[src/rtl/mem_access_unit.sv]
// mem_access_unit: load/store unit between an RV32I core and a word-addressed
// data memory. Turns byte-addressed LB/LH/LW/LBU/LHU/SB/SH/SW requests into
// whole-word accesses. Sub-word stores use a read-modify-write. Misaligned
// accesses and illegal funct3 values complete with err=1 and write nothing.
module mem_access_unit #(
    parameter int AW = 8
) (
    input  logic          clk,
    input  logic          rst,
    input  logic          req,
    input  logic          is_store,
    input  logic [2:0]    funct3,
    input  logic [31:0]   addr,
    input  logic [31:0]   wdata,
    output logic          ready,
    output logic          done,
    output logic          err,
    output logic [31:0]   rdata,
    output logic [AW-1:0] mem_addr,
    output logic          mem_re,
    output logic          mem_we,
    output logic [31:0]   mem_wdata,
    input  logic [31:0]   mem_rdata
);

    typedef enum logic [1:0] {
        IDLE   = 2'd0,
        ACCESS = 2'd1,
        MERGE  = 2'd2,
        RESP   = 2'd3
    } state_t;

    state_t state;
    state_t state_next;

    // Request fields latched on acceptance; only the word and lane bits of
    // the address matter because memory aliases above them.
    logic          store_q;
    logic [2:0]    funct3_q;
    logic [AW+1:0] addr_q;
    logic [31:0]   wdata_q;
    logic [31:0]   buf_q;
    logic [31:0]   rdata_q;
    logic          err_q;

    logic          access_err;
    logic          sub_store;
    logic [7:0]    byte_sel;
    logic [15:0]   half_sel;
    logic [31:0]   load_val;
    logic [31:0]   merged;

    logic          unused_addr_bits;
    assign unused_addr_bits = ^addr[31:AW+2];

    assign mem_addr  = addr_q[AW+1:2];
    assign ready     = (state == IDLE);
    assign rdata     = rdata_q;
    assign sub_store = store_q && (funct3_q != 3'b010);

    // Flag misaligned accesses and funct3 values that are not legal for the direction.
    always_comb begin
        access_err = 1'b0;
        if (store_q) begin
            case (funct3_q)
                3'b000:  access_err = 1'b0;
                3'b001:  access_err = addr_q[0];
                3'b010:  access_err = |addr_q[1:0];
                default: access_err = 1'b1;
            endcase
        end else begin
            case (funct3_q)
                3'b000, 3'b100: access_err = 1'b0;
                3'b001, 3'b101: access_err = addr_q[0];
                3'b010:         access_err = |addr_q[1:0];
                default:        access_err = 1'b1;
            endcase
        end
    end

    // Pick the addressed byte/half out of the memory word and extend it.
    always_comb begin
        byte_sel = mem_rdata[7:0];
        case (addr_q[1:0])
            2'd0: byte_sel = mem_rdata[7:0];
            2'd1: byte_sel = mem_rdata[15:8];
            2'd2: byte_sel = mem_rdata[23:16];
            2'd3: byte_sel = mem_rdata[31:24];
            default: byte_sel = mem_rdata[7:0];
        endcase
        half_sel = addr_q[1] ? mem_rdata[31:16] : mem_rdata[15:0];
        case (funct3_q)
            3'b000:  load_val = {{24{byte_sel[7]}}, byte_sel};
            3'b100:  load_val = {24'd0, byte_sel};
            3'b001:  load_val = {{16{half_sel[15]}}, half_sel};
            3'b101:  load_val = {16'd0, half_sel};
            default: load_val = mem_rdata;
        endcase
    end

    // Overlay the store byte/half onto the word captured during ACCESS.
    always_comb begin
        merged = buf_q;
        if (funct3_q == 3'b001) begin
            if (addr_q[1]) begin
                merged[31:16] = wdata_q[15:0];
            end else begin
                merged[15:0] = wdata_q[15:0];
            end
        end else begin
            case (addr_q[1:0])
                2'd0: merged[7:0]   = wdata_q[7:0];
                2'd1: merged[15:8]  = wdata_q[7:0];
                2'd2: merged[23:16] = wdata_q[7:0];
                2'd3: merged[31:24] = wdata_q[7:0];
                default: merged = buf_q;
            endcase
        end
    end

    // State register.
    always_ff @(posedge clk) begin
        if (rst) begin
            state <= IDLE;
        end else begin
            state <= state_next;
        end
    end

    // Next-state and memory/handshake strobes; a cycle under reset drives nothing.
    always_comb begin
        state_next = state;
        mem_re     = 1'b0;
        mem_we     = 1'b0;
        mem_wdata  = 32'd0;
        done       = 1'b0;
        err        = 1'b0;
        if (!rst) begin
            case (state)
                IDLE: begin
                    if (req) begin
                        state_next = ACCESS;
                    end
                end
                ACCESS: begin
                    mem_re = 1'b1;
                    if (access_err || !store_q) begin
                        state_next = RESP;
                    end else if (!sub_store) begin
                        mem_we     = 1'b1;
                        mem_wdata  = wdata_q;
                        state_next = RESP;
                    end else begin
                        state_next = MERGE;
                    end
                end
                MERGE: begin
                    mem_we     = 1'b1;
                    mem_wdata  = merged;
                    state_next = RESP;
                end
                RESP: begin
                    done       = 1'b1;
                    err        = err_q;
                    state_next = IDLE;
                end
                default: state_next = IDLE;
            endcase
        end
    end

    // Request latching, load result and read-modify-write buffer.
    always_ff @(posedge clk) begin
        if (rst) begin
            store_q  <= 1'b0;
            funct3_q <= 3'd0;
            addr_q   <= '0;
            wdata_q  <= 32'd0;
            buf_q    <= 32'd0;
            rdata_q  <= 32'd0;
            err_q    <= 1'b0;
        end else begin
            case (state)
                IDLE: begin
                    if (req) begin
                        store_q  <= is_store;
                        funct3_q <= funct3;
                        addr_q   <= addr[AW+1:0];
                        wdata_q  <= wdata;
                        rdata_q  <= 32'd0;
                        err_q    <= 1'b0;
                    end
                end
                ACCESS: begin
                    if (access_err) begin
                        err_q <= 1'b1;
                    end else if (!store_q) begin
                        rdata_q <= load_val;
                    end else if (sub_store) begin
                        buf_q <= mem_rdata;
                    end
                end
                default: begin
                end
            endcase
        end
    end

endmodule

[config.mk]
export PLATFORM = sky130hd
export DESIGN_NAME = mem_access_unit
export DESIGN_NICKNAME = d
export VERILOG_FILES = /design/src/rtl/mem_access_unit.sv
export SDC_FILE = /design/constraint.sdc
export NUM_CORES = 1
export LEC_CHECK = 0
export ABC_CLOCK_PERIOD_IN_PS = 2670
export BUFFER_PORTS_ARGS = -buffer_cell sky130_fd_sc_hd__buf_4
export CAP_MARGIN = 20
export CORE_MARGIN = 3
export CORE_UTILIZATION = 47
export CTS_BUF_LIST = sky130_fd_sc_hd__clkbuf_4
export CTS_CLUSTER_DIAMETER = 200
export DETAILED_ROUTE_END_ITERATION = 10
export PLACE_DENSITY_LB_ADDON = 0.05
export SYNTH_ARGS = -nofsm -noshare
export SYNTH_HDL_FRONTEND = slang
export SYNTH_SLANG_ARGS = --single-unit
[constraint.sdc]
create_clock -name clk -period 2.67 [get_ports clk]
set_clock_uncertainty 0.1 [all_clocks]
set_input_delay 0.534 -clock clk [delete_from_list [all_inputs] [get_ports clk]]
set_output_delay 0.534 -clock clk [all_outputs]
set_load 0.01 [all_outputs]
==> metrics.cfg <==
[grt]
grt_pass1_vias=5422
grt_max_degree=58
antenna_found_initial=0
grt-ovfl-total=0
grt_pass1_wl_um=27200
track_usage_pct=26.2

[timing]
fin_crit_ns=2.85
fin_tns_setup_ns=-4.32
fin_crit_sh_pct=107
rsz0062_at_grt=true
worstMarginPinSlew_ns=0.642
slew-limit-headroom_pct=57.2
slew_violations=0
setup_ws_ns=-0.183
hold_viol=0
setup_viol=33
max_freq_ghz=0.350

[synthesis]
ys_types=49
synth-seq-cells=113
synth_nets=797
syn-cell-area_um2=5600
yosysWarnings=0
ys.flop_type=dfxtp_1
syn_area_per_cell_um2=8.12
ys_top_cells_by_area=dfxtp_1, nand2_1, a21oi_1, nor2b_1, mux2i_1
async_reset_ff_share_pct=0
synth_common_cells=nand2_1, dfxtp_1, a21oi_1
synth_edf_count=0
netlist.area_leader.share_pct=40.4
synth.most_common_cell=nand2_1
syn-instance-count=690
yosysTopAreaCell=dfxtp_1
yosysSeqAreaShare_pct=40.4

[clock_tree]
clk_pin_slew_ns=0.11
cts_tree=yes
numCtsBuffers=17
cts_root_buf=clkbuf_4
clock_path_buffers=2
postCtsHoldBufs=0
insertion_delay_ns=0.53
htreeDepth=4
clkSinkCount=113

[min_path]
hold_path.class=in -> reg
hold_depth=3
min_from=addr[6]
hold_path_end=addr_q[6]

[setup_path]
worst-r2r-cell-count=5
reg2reg_from=addr_q[1]
start_kind=flop
ff2ff_setup_slack_ns=0.27
cp_num_buf_inv=2
crit_path_frequent_cell=buf_4
cp_top_family=compound AO/OA/AOI/OAI gates
crit_path_top_delay_cell=or3b_4
r2r_end=rdata[12]
critPathMaxFanout=8
arrival_ns=2.22
required_ns=2.04
worst-setup-path-type=reg -> out
max_stage_delay_ns=0.42
worstSetupEndpointType=output port
worstPathCellList=or3b_4 > buf_4 > a21oi_4 > a41o_4 > a22o_1 > buf_4

[routing]
wl_um=17300
dr.pass1.iters=8
vias_per_cell=5.49
antenna_left=0
vias=5418
wl_per_cell_um=17.5
drt_drc_violations_left=0
first_iter_violations=349

[floorplan]
pin_count=180
fp.dieH_um=115
fp.coreArea_um2=11500
row_count=39
die_w_um=115
die_area_um2=13300
initial_core_util_pct=48.6

[pwr]
vdd_drop_max_mv=0.459
power.density_nw_per_um2=760
seqPwrFrac_pct=38.5
p_int_mw=3.68
leakage_nw=3.12
power_mw=5.71
p_sw_mw=2.02
p_comb_share_pct=36.9
p_sw_share_pct=35.5
p_clk_share_pct=24.6

[place]
dp_cells=950
portBuffers=157
dp_hpwl_um=12400
finalWeightedCongestion=0.876

[final_layout]
area.growth.synth_to_final_pct=34.1
n_antenna_cell=0
final_nets=938
final_layout_size_suffix_gt1_share_pct=34.0
final_cells=987

[flow_run]
cap_violations=0

[status]
violations=negative setup slack
status=finished, violations left

## worst min-delay path, stage by stage
cell     delay [ns]
buf_4          0.11
nand2_1        0.04
a21oi_1        0.05
## worst max path at each step
| stage | from | to | cells past startpoint |
|---|---|---|---|
| 6_report | funct3_q[0] | mem_wdata[7] | 6 |
| 5_1_grt | funct3_q[0] | mem_wdata[9] | 6 |
| 4_1_cts | funct3_q[0] | mem_wdata[8] | 6 |
| 3_5_place_dp | funct3_q[0] | mem_wdata[25] | 7 |
| 3_3_place_gp | funct3_q[0] | mem_wdata[25] | 7 |
| 2_1_floorplan | state[1] | mem_wdata[16] | 8 |
## layer usage
layer  routed length, um  track usage [%]
met1                7430             33.7
met2                8670             44.0
met3                 909             5.89
met4                 265             7.43
met5                   0                0
## cells by family after synthesis
group	count (synthesis)	share of synthesized area, %
flip-flops	113	40.4
AO/OA/AOI/OAI	206	25.1
buffers and inverters	86	7.46
AND/OR/NAND/NOR	255	21.3
multiplexers	26	4.85
adder cells (fa/ha/maj)	4	0.894
## repair_timing
item / CTS / global route
buffers inserted: 4 / 1
cloned: 0 / 1
endpoints found under the setup margin: 33 / 33
gates resized for setup: 59 / 11
pin swaps: 14 / 0
## sequential cells by signal, summed over array words and instances (netlist names)
register and cells:
addr_q 10, buf_q 32, err_q 1, funct3_q 3
rdata 32, state 2, store_q 1, wdata_q 32
## power groups by stage
stage	combinational, mW	clock (mW)	sequential [mW]
3_3_place_gp	1.81	0	2.20
6_report	2.11	1.40	2.20
2_1_floorplan	1.18	0	2.21
5_1_grt	2.30	1.51	2.23
4_1_cts	2.04	1.43	2.19
3_5_place_dp	1.83	0	2.21
## cell usage in the layout, fill, tap and decap left out, types with 3 or more instances in the layout
master      synthesis  routed
o21bai_1            7       7
buf_4              13     179
mux2i_4             0       3
o21ai_1            10       7
and3b_1             7       7
mux2i_2             0       7
mux2_2              9       9
bufinv_16           0       4
a211oi_1            8       8
inv_1              21      21
dfxtp_2             0       3
a21o_1             18      17
a32o_1              8       8
clkinv_1            1       4
or2_2               8       8
clkbuf_4            0      19
nand2b_1           10      10
mux2i_1            17       7
dfxtp_1           113     109
buf_12              0       6
a21oi_1            94      92
a22o_1             16      16
nand2_1           174     173
o2bb2ai_1          16      16
a221oi_2            1      15
clkinvlp_4          0       3
nor2_1             10       9
nor2b_1            28      27
## area by class of cell
class	count	area [um2]
sequential	113	2270
timing repair buffer	186	1490
clock buffer	19	143
fill	1034	4010
inverter	22	87.6
clock inverter	13	168
tap	143	179
multi-input combinational	491	3180
## through the flow
stage | util, % | instance area, um2 | setup WS, ns | hold WS (ns)
2_1_floorplan | - | 5600 | 0.341 | 0.336
3_3_place_gp | 59.2 | 6820 | 0.193 | 0.343
3_5_place_dp | 59.2 | 6820 | 0.180 | 0.348
4_1_cts | 64.5 | 7430 | -0.194 | 0.106
5_1_grt | 65.2 | 7510 | -0.290 | 0.0991
6_report | 65.2 | 7510 | -0.183 | 0.138
Power figures use the tool's default switching activity.
